## config.mk

```make
export PLATFORM = sky130hd
export DESIGN_NAME = branch_resolve
export DESIGN_NICKNAME = d
export VERILOG_FILES = /design/src/rtl/branch_pkg.sv /design/src/rtl/branch_cond_eval.sv /design/src/rtl/branch_resolve.sv
export SDC_FILE = /design/constraint.sdc
export NUM_CORES = 1
export LEC_CHECK = 0
export BUFFER_PORTS_ARGS = -buffer_cell sky130_fd_sc_hd__buf_2
export CAP_MARGIN = 40
export CORE_MARGIN = 2
export CORE_UTILIZATION = 50
export CTS_BUF_LIST = sky130_fd_sc_hd__clkbuf_4 sky130_fd_sc_hd__clkbuf_8 sky130_fd_sc_hd__clkbuf_16
export DETAILED_ROUTE_END_ITERATION = 8
export HOLD_SLACK_MARGIN = 0.02
export PLACE_DENSITY = 0.78
export SYNTH_ARGS = -nofsm -noshare
export SYNTH_HDL_FRONTEND = slang
export SYNTH_SLANG_ARGS = --single-unit
```

## constraint.sdc

```tcl
create_clock -name clk -period 6.4 [get_ports clk]
set_input_delay 1.28 -clock clk [delete_from_list [all_inputs] [get_ports clk]]
set_output_delay 1.28 -clock clk [all_outputs]
set_load 0.1 [all_outputs]
```

## src/rtl/branch_pkg.sv

```systemverilog
// ---------------------------------------------------------------------------
// branch_pkg
//   Shared types and constants for the EX-stage branch resolution logic.
//   - br_type_t : branch class decoded upstream (NONE, B, BR, CBZ, CBNZ, BCOND)
//   - cond_t    : B.cond condition codes, EQ=0 ... NV=15
//   - state_t   : redirect/squash FSM states (RUN, REDIRECT, SQUASH)
//   - FLAG_*    : bit positions of N, Z, C, V inside the {N,Z,C,V} flag word
// ---------------------------------------------------------------------------
package branch_pkg;

  typedef enum logic [2:0] {
    BR_NONE  = 3'd0,
    BR_B     = 3'd1,
    BR_BR    = 3'd2,
    BR_CBZ   = 3'd3,
    BR_CBNZ  = 3'd4,
    BR_BCOND = 3'd5
  } br_type_t;

  typedef enum logic [3:0] {
    COND_EQ = 4'd0,  COND_NE = 4'd1,  COND_HS = 4'd2,  COND_LO = 4'd3,
    COND_MI = 4'd4,  COND_PL = 4'd5,  COND_VS = 4'd6,  COND_VC = 4'd7,
    COND_HI = 4'd8,  COND_LS = 4'd9,  COND_GE = 4'd10, COND_LT = 4'd11,
    COND_GT = 4'd12, COND_LE = 4'd13, COND_AL = 4'd14, COND_NV = 4'd15
  } cond_t;

  // Plain constants rather than an enum so the encoding stays visible to
  // older tools and waveform viewers.
  typedef logic [1:0] state_t;
  localparam state_t ST_RUN      = 2'd0;
  localparam state_t ST_REDIRECT = 2'd1;
  localparam state_t ST_SQUASH   = 2'd2;

  localparam int FLAG_N = 3;
  localparam int FLAG_Z = 2;
  localparam int FLAG_C = 1;
  localparam int FLAG_V = 0;

endpackage

```

## src/rtl/branch_cond_eval.sv

```systemverilog
// ---------------------------------------------------------------------------
// branch_cond_eval
//   Combinational evaluation of a B.cond condition code against NZCV.
//   Ports:
//     i_cond  [3:0]  condition code (cond_t encoding)
//     i_nzcv  [3:0]  flag word {N,Z,C,V}
//     o_pass         1 when the condition holds
// ---------------------------------------------------------------------------
module branch_cond_eval
  import branch_pkg::*;
(
  input  logic [3:0] i_cond,
  input  logic [3:0] i_nzcv,
  output logic       o_pass
);

  logic w_n, w_z, w_c, w_v;
  logic w_base;

  assign w_n = i_nzcv[FLAG_N];
  assign w_z = i_nzcv[FLAG_Z];
  assign w_c = i_nzcv[FLAG_C];
  assign w_v = i_nzcv[FLAG_V];

  // Codes come in complementary pairs: cond[3:1] picks the base test and
  // cond[0] inverts it. AL/NV is the one pair where both codes pass.
  // NOTE: every combinational output gets a default first so no path
  // through the case statement can infer a latch.
  always_comb begin
    w_base = 1'b1;
    unique case (i_cond[3:1])
      3'd0: w_base = w_z;
      3'd1: w_base = w_c;
      3'd2: w_base = w_n;
      3'd3: w_base = w_v;
      3'd4: w_base = w_c & ~w_z;
      3'd5: w_base = (w_n == w_v);
      3'd6: w_base = ~w_z & (w_n == w_v);
      3'd7: w_base = 1'b1;
      default: w_base = 1'b1;
    endcase
  end

  assign o_pass = (i_cond[3:1] == 3'd7) ? 1'b1 : (w_base ^ i_cond[0]);

endmodule

```

## src/rtl/branch_resolve.sv

```systemverilog
// ---------------------------------------------------------------------------
// branch_resolve
//   EX-stage branch resolution for the LEGv8 pipeline. Holds the NZCV flag
//   register, decides B/BR/CBZ/CBNZ/B.cond, issues a registered one-cycle
//   fetch redirect followed by a fixed wrong-path squash window, and keeps a
//   saturating count of taken branches.
//   Ports:
//     clk, reset                 clock, synchronous active-high reset
//     ex_valid, ex_stall         EX instruction present / frozen this cycle
//     set_flags                  instruction writes NZCV
//     is_zero, alu_negative,
//     alu_carry, alu_overflow    ALU status (Z, N, C, V)
//     br_type [2:0], cond [3:0]  branch class and B.cond code
//     pc, br_offset, reg_target  PC, word offset (unshifted), BR register
//     flags_q [3:0]              committed {N,Z,C,V}
//     redirect, redirect_pc      one-cycle fetch redirect and its target
//     squash                     kill wrong-path instructions in IF/ID/EX
//     taken_count                saturating taken-branch count
// ---------------------------------------------------------------------------
module branch_resolve
  import branch_pkg::*;
#(
  parameter int DATA_WIDTH    = 64,
  parameter int SQUASH_CYCLES = 2,
  parameter int COUNT_WIDTH   = 32
) (
  input  logic                   clk,
  input  logic                   reset,
  input  logic                   ex_valid,
  input  logic                   ex_stall,
  input  logic                   set_flags,
  input  logic                   is_zero,
  input  logic                   alu_negative,
  input  logic                   alu_carry,
  input  logic                   alu_overflow,
  input  logic [2:0]             br_type,
  input  logic [3:0]             cond,
  input  logic [DATA_WIDTH-1:0]  pc,
  input  logic [DATA_WIDTH-1:0]  br_offset,
  input  logic [DATA_WIDTH-1:0]  reg_target,
  output logic [3:0]             flags_q,
  output logic                   redirect,
  output logic [DATA_WIDTH-1:0]  redirect_pc,
  output logic                   squash,
  output logic [COUNT_WIDTH-1:0] taken_count
);

  // The squash counter only has to hold SQUASH_CYCLES-2.
  localparam int CNT_W = (SQUASH_CYCLES > 2) ? $clog2(SQUASH_CYCLES - 1) : 1;
  localparam logic [CNT_W-1:0] CNT_INIT =
    CNT_W'((SQUASH_CYCLES > 1) ? (SQUASH_CYCLES - 2) : 0);
  localparam logic [CNT_W-1:0]       CNT_ONE   = CNT_W'(1);
  localparam logic [COUNT_WIDTH-1:0] COUNT_ONE = COUNT_WIDTH'(1);

  state_t           r_state;
  logic [CNT_W-1:0] r_cnt;

  logic                  w_accept;
  logic                  w_cond_pass;
  logic                  w_taken;
  logic [DATA_WIDTH-1:0] w_target;

  // B.cond sees the flags committed before this edge, even when the same
  // instruction also writes new flags.
  branch_cond_eval u_cond_eval (
    .i_cond (cond),
    .i_nzcv (flags_q),
    .o_pass (w_cond_pass)
  );

  assign w_accept = ex_valid & ~ex_stall & (r_state == ST_RUN);

  always_comb begin
    w_taken = 1'b0;
    unique case (br_type)
      BR_B, BR_BR: w_taken = 1'b1;
      BR_CBZ:      w_taken = is_zero;
      BR_CBNZ:     w_taken = ~is_zero;
      BR_BCOND:    w_taken = w_cond_pass;
      default:     w_taken = 1'b0;
    endcase
  end

  // PC-relative target wraps modulo 2^DATA_WIDTH by construction.
  assign w_target = (br_type == BR_BR) ? reg_target : (pc + (br_offset << 2));

  // Outputs are pure decodes of the registered state, so they change only
  // at clock edges.
  assign redirect = (r_state == ST_REDIRECT);
  assign squash   = (r_state != ST_RUN);

  // NOTE: all state is updated with non-blocking assignments so every
  // register samples pre-edge values regardless of statement order.
  always_ff @(posedge clk) begin
    if (reset) begin
      r_state     <= ST_RUN;
      r_cnt       <= '0;
      flags_q     <= '0;
      redirect_pc <= '0;
      taken_count <= '0;
    end else begin
      unique case (r_state)
        ST_RUN: begin
          if (w_accept) begin
            if (set_flags) begin
              flags_q <= {alu_negative, is_zero, alu_carry, alu_overflow};
            end
            if (w_taken) begin
              r_state     <= ST_REDIRECT;
              redirect_pc <= w_target;
              if (taken_count != '1) begin
                taken_count <= taken_count + COUNT_ONE;
              end
            end
          end
        end
        ST_REDIRECT: begin
          if (SQUASH_CYCLES == 1) begin
            r_state <= ST_RUN;
          end else begin
            r_state <= ST_SQUASH;
            r_cnt   <= CNT_INIT;
          end
        end
        ST_SQUASH: begin
          if (r_cnt == '0) begin
            r_state <= ST_RUN;
          end else begin
            r_cnt <= r_cnt - CNT_ONE;
          end
        end
        default: r_state <= ST_RUN;
      endcase
    end
  end

endmodule

```

## Yosys cells after proc, flatten, opt, wreduce, memory -nomap -nowiden

Index checks and enable logic that the tools add are counted.

- Add/sub/neg operators: 3
- Eq/ne operators: 19
- Mux-type cells: 10
- Reduce and logical (&&, ||, !) cells: 9
- Bitwise gates (word level): 8

Operators by type and width:

| cell | number |
|---|---|
| $add 64x64->64 | 1 |
| $mux 64 | 1 |
| $add 32x1->32 const B | 1 |
| $ne 32x32->1 const B | 1 |
| $eq 3x3->1 const B | 6 |
| $eq 3x2->1 const B | 4 |
| $reduce_and 3->1 | 3 |
| $pmux 1 s8 | 1 |
| $eq 3x1->1 const B | 2 |
| $mux 2 | 3 |
| $ne 2x2->1 const B | 3 |
| $pmux 2 s3 | 1 |
| $and 1x1->1 | 4 |
| $pmux 1 s4 | 1 |
| $reduce_and 4->1 | 1 |
| $reduce_bool 2->1 | 2 |
| $logic_not 3->1 | 1 |
| $not 1->1 | 3 |
| $eq 2x1->1 const B | 1 |
| $eq 2x2->1 const B | 1 |
| $logic_not 2->1 | 1 |
| $mux 1 | 2 |
| $pmux 1 s2 | 1 |
| $reduce_or 2->1 | 1 |
| other kinds (3) | 3 |

- Input bits: 208
- Flip-flop bits (word level): 103
- Word-level logic and storage cells: 54

## Logic depth before layout (Yosys ltp)

- Depth in word-level cells: 9
- Gate-level depth with buffers: 12
- Depth with buffers taken out: 12

## Modules after synthesis

A second synthesis with hierarchy kept.

- Cells, all modules: 1120
- Area, all modules: 8195.4 µm²

Modules (own cells, without submodules):

| module | times used | cells each | area each (µm²) |
|---|---|---|---|
| branch_resolve | 1 | 1102 | 8047.7 |
| branch_cond_eval | 1 | 18 | 147.6 |

## Least setup slack after synthesis

OpenSTA, ideal clock, no wires.

- Kind: input to register
- Start: in pc[2]
- End: reg redirect_pc[52]
- Data arrival time: 3.952 ns
- Required time: 6.285 ns
- Stages on the path: 12
- Buffers on the path: 0
- Slack: 2.334 ns
- Cell sequence: ha_1 fa_1 a21o_1 a311o_1 a21boi_1 a211oi_1 o211ai_1 a21boi_2 a21oi_1 o21ai_1 xnor2_1 a2111oi_0

- Longest elaborated chain between the ends: 2

RTL lines:

| what | RTL line | RTL |
|---|---|---|
| from (decl) | branch_resolve.sv:38 | `input logic [DATA_WIDTH-1:0] pc,` |
| $add 64x64->64 | branch_resolve.sv:85 | `assign w_target = (br_type == BR_BR) ? reg_target : (pc + (br_offset << 2));` |
| $mux 64 | branch_resolve.sv:85 |  |
| to (signal assigned) | branch_resolve.sv:110 | `redirect_pc <= w_target;` |
| to (decl) | branch_resolve.sv:43 | `output logic [DATA_WIDTH-1:0] redirect_pc,` |

Every way passes these cells.
A chain may end at the register's enable or synchronous reset.

## Worst setup path in the final report

Same ends and word-level chain as after synthesis.

==> results by group <==
Run status
  • Status: finished clean

Power and ir drop
  • Combinational group share of total power: 0.401
  • Portion of total power attributed to the clock network: 0.274
  • Net switching share of the total power: 0.417
  • Overall Power: 2.08 mW
  • Total internal power: 1.21 mW
  • Static leakage: 4.64 nW
  • Cell area power density: 206 nW/µm²
  • Flop pwr share: 0.326
  • VDD IR-drop max: 0.000130 V
  • Total net switching power: 0.867 mW

Routing
  • Routed wire length: 26300 µm
  • Avg Vias per Cell: 5.81
  • Drc violations: 0
  • Routed wire per std cell: 16.7 µm
  • 1st-pass router iterations: 5
  • Number of vias after detailed routing: 9182
  • Starting DRT DRC Count: 630
  • Antenna violation net count after detailed routing: 0

STA
  • Relative slew slack: 0.502
  • Setup repair after global routing missed its margin: false
  • Final setup skew: 7.54 ps
  • Final Critical Period: 4450 ps
  • Total negative slack: 0 ps
  • Final Hold Fails: 0
  • Max Clk Rate: 225 MHz
  • Worst Slack Setup Final: 1950 ps
  • Post-route fraction of the period consumed by the critical path: 0.695
  • Actual transition at the worst max-transition pin: 738 ps
  • Final slew viol count: 0
  • Setup Viol. Count Final: 0

Synthesis
  • Syn_area_per_cell: 7.45 µm²
  • Part of the Yosys area used for sequential elements: 0.251
  • Number of nets in the synthesized netlist: 1362
  • Syn Inst Count: 1091
  • Most area-consuming cells after synthesis: dfxtp_1, ha_1, nand2_1
  • Yosys warns: 0
  • Share of Yosys cell area claimed by the top area cell type: 0.251
  • Main flop type after synthesis: dfxtp_1
  • Proportion of synthesized flip-flops having asynchronous set or reset: 0
  • Cell with the most instances after synthesis: nand2_1
  • Post-synthesis register bit count: 102
  • Post-Syn Area: 8130 µm²
  • Distinct cells, synth: 71
  • Number of synthesized flops with an enable pin: 0
  • Library cell occupying the most area in the post-synthesis netlist: dfxtp_1
  • Cell types with the highest counts after synthesis: nand2_1, nor2_1, a21oi_1, dfxtp_1, ha_1

Critical path
  • Critical path's largest stage delay: 440 ps
  • Type of the worst setup path: primary input to register
  • Startpoint Class: primary input
  • Buffer and inverter count on the worst path: 1
  • Signal arrival time at the worst endpoint: 4690 ps
  • Cell class contributing the biggest share of worst-path delay: compound AO/OA/AOI/OAI gates
  • Req. time, crit path: 6640 ps
  • Maximum net fanout on the critical path: 5
  • Category of the worst setup path capture point: register
  • Library cell contributing the largest single delay on the critical path: o211ai_1
  • Critical Path, Cell by Cell: buf_2, ha_1, fa_1, a21o_1, a311o_1, a21boi_1, a211oi_1, o211ai_1, a21boi_2, a21oi_1, o21ai_1, xnor2_1, a2111oi_0

CTS
  • Insertion delay to the later sink of the worst-skew pair: 360 ps
  • Clock transition at the register clock pins on the worst setup and hold paths after CTS: 80 ps
  • Clock Tree Buf Depth: 2
  • Total clock buffers created by CTS: 9
  • Cell chosen for the clock root: clkbuf_16
  • Cells resized by post-CTS repair: 0
  • Number of hold buffers added after cts: 0
  • TritonCTS clock tree: yes
  • CTS H-tree depth: 3
  • Number of clock sinks: 102
  • Number of buffers inserted by post-CTS setup repair: 0

Place
  • Post-placement setup slack: 1700 ps
  • Detailed-placement wirelength estimate: 20600 µm
  • Placed cell areas: 9770 µm²
  • Final weighted congestion in routability-driven placement: 0.964
  • Port Buffer Count: 307

Finish
  • Footprint of the multi-input gates: 5840 µm²
  • Filler Cell Count: 1429
  • Post-route cell area: 10100 µm²
  • Fraction of layout instances using a drive strength above 1: 0.263
  • Area taken by flip-flops and latches: 2040 µm²
  • Synth-to-Final Area Change: 24.0%
  • Final-stage net count: 1629

Floorplan
  • Die boundary width: 131 µm
  • Initial core utilization: 0.512
  • Overall die area: 17300 µm²
  • Die height: 131 µm
  • Core outline area: 15900 µm²
  • Standard-cell row count: 46
  • Total I/O pin count: 310

Hold path
  • Tightest Hold Check Type: register to register

Global routing
  • Pin count of the biggest net entering global routing: 60
  • Number of antenna violations at the first check in global routing: 1
  • Sum of overflow across all layers after global routing: 0
  • Combined global-route utilization of all metal layers: 0.295
  • First-pass GRT wire length: 42300 µm
  • Vias in the first global route: 8668

Run
  • Max capacitance violation total: 0
-- through the flow --
step	cells	util	hold slack, ps
floorplan	1091	-	880
global placement	1563	0.615	438
detailed placement	1563	0.615	442
CTS	1579	0.634	452
global route	1580	0.634	484
finish	1581	0.635	452
-- tightest hold or removal path: cells and delay by family, from the launching register on --
| kind | cells | cell delay, ps |
|---|---|---|
| DFF | 1 | 310 |
| AOI/OAI and AO/OA | 1 | 50 |
| and+or+nand+nor | 1 | 50 |
-- power groups by stage --
stage	combinational (mW)	clock (mW)	sequential [mW]
floorplan	0.422	0	0.889
global placement	0.818	0	0.691
detailed placement	0.822	0	0.692
CTS	0.826	0.573	0.677
global route	0.899	0.606	0.681
finish	0.833	0.569	0.677
-- flip-flops by register name, summed over array words and instances, names as in the netlist --
signal,count
r_state,2
taken_count,32
flags_q,4
redirect_pc,64
-- area by class of cell --
| type | instances | area share |
|---|---|---|
| clock inverter | 6 | 0.00621 |
| timing repair buffer | 314 | 0.158 |
| sequential | 102 | 0.203 |
| clock buffer | 10 | 0.0237 |
| multi-input combinational | 922 | 0.579 |
| tap | 216 | 0.0268 |
| inverter | 9 | 0.00335 |
| antenna | 2 | 0.000497 |
-- metal layers --
layer	part of all wire	GRT usage	vias up
li1	-	-	4495
met1	0.42	0.378	4256
met2	0.48	0.497	390
met3	0.077	0.0563	41
met4	0.023	0.0990	0
met5	0	0	-
-- kinds of logic after synthesis --
logic type / share of synthesized area
fa+ha+maj: 0.0979
mux: 0.0126
compound gates: 0.253
simple gates: 0.263
buf+inv: 0.0336
xor+xnor: 0.0894
flops: 0.251
-- placed cells by master (no fill, tap or decap), drive strengths merged, types with 17 or more instances in the layout --
cell | synthesis | final
a211oi | 31 | 31
a21o | 26 | 26
a21oi | 105 | 105
a311oi | 22 | 22
and3 | 17 | 17
buf | 11 | 314
dfxtp | 102 | 102
ha | 62 | 62
nand2 | 156 | 156
nand3 | 38 | 38
nand4 | 23 | 23
nor2 | 133 | 133
nor3 | 41 | 41
o21ai | 52 | 52
xnor2 | 39 | 39
xor2 | 44 | 44
-- worst paths after layout --
| path | start | to | slack [ps] | cells past startpoint |
|---|---|---|---|---|
| hold reg to reg | redirect_pc[4] | redirect_pc[4] | 450 | 2 |
| setup reg to reg | r_state[1] | taken_count[28] | 3000 | 9 |
| setup / recovery | pc[2] | redirect_pc[52] | 1950 | 13 |
| hold / removal | redirect_pc[4] | redirect_pc[4] | 450 | 2 |
Power figures use the tool's default switching activity.
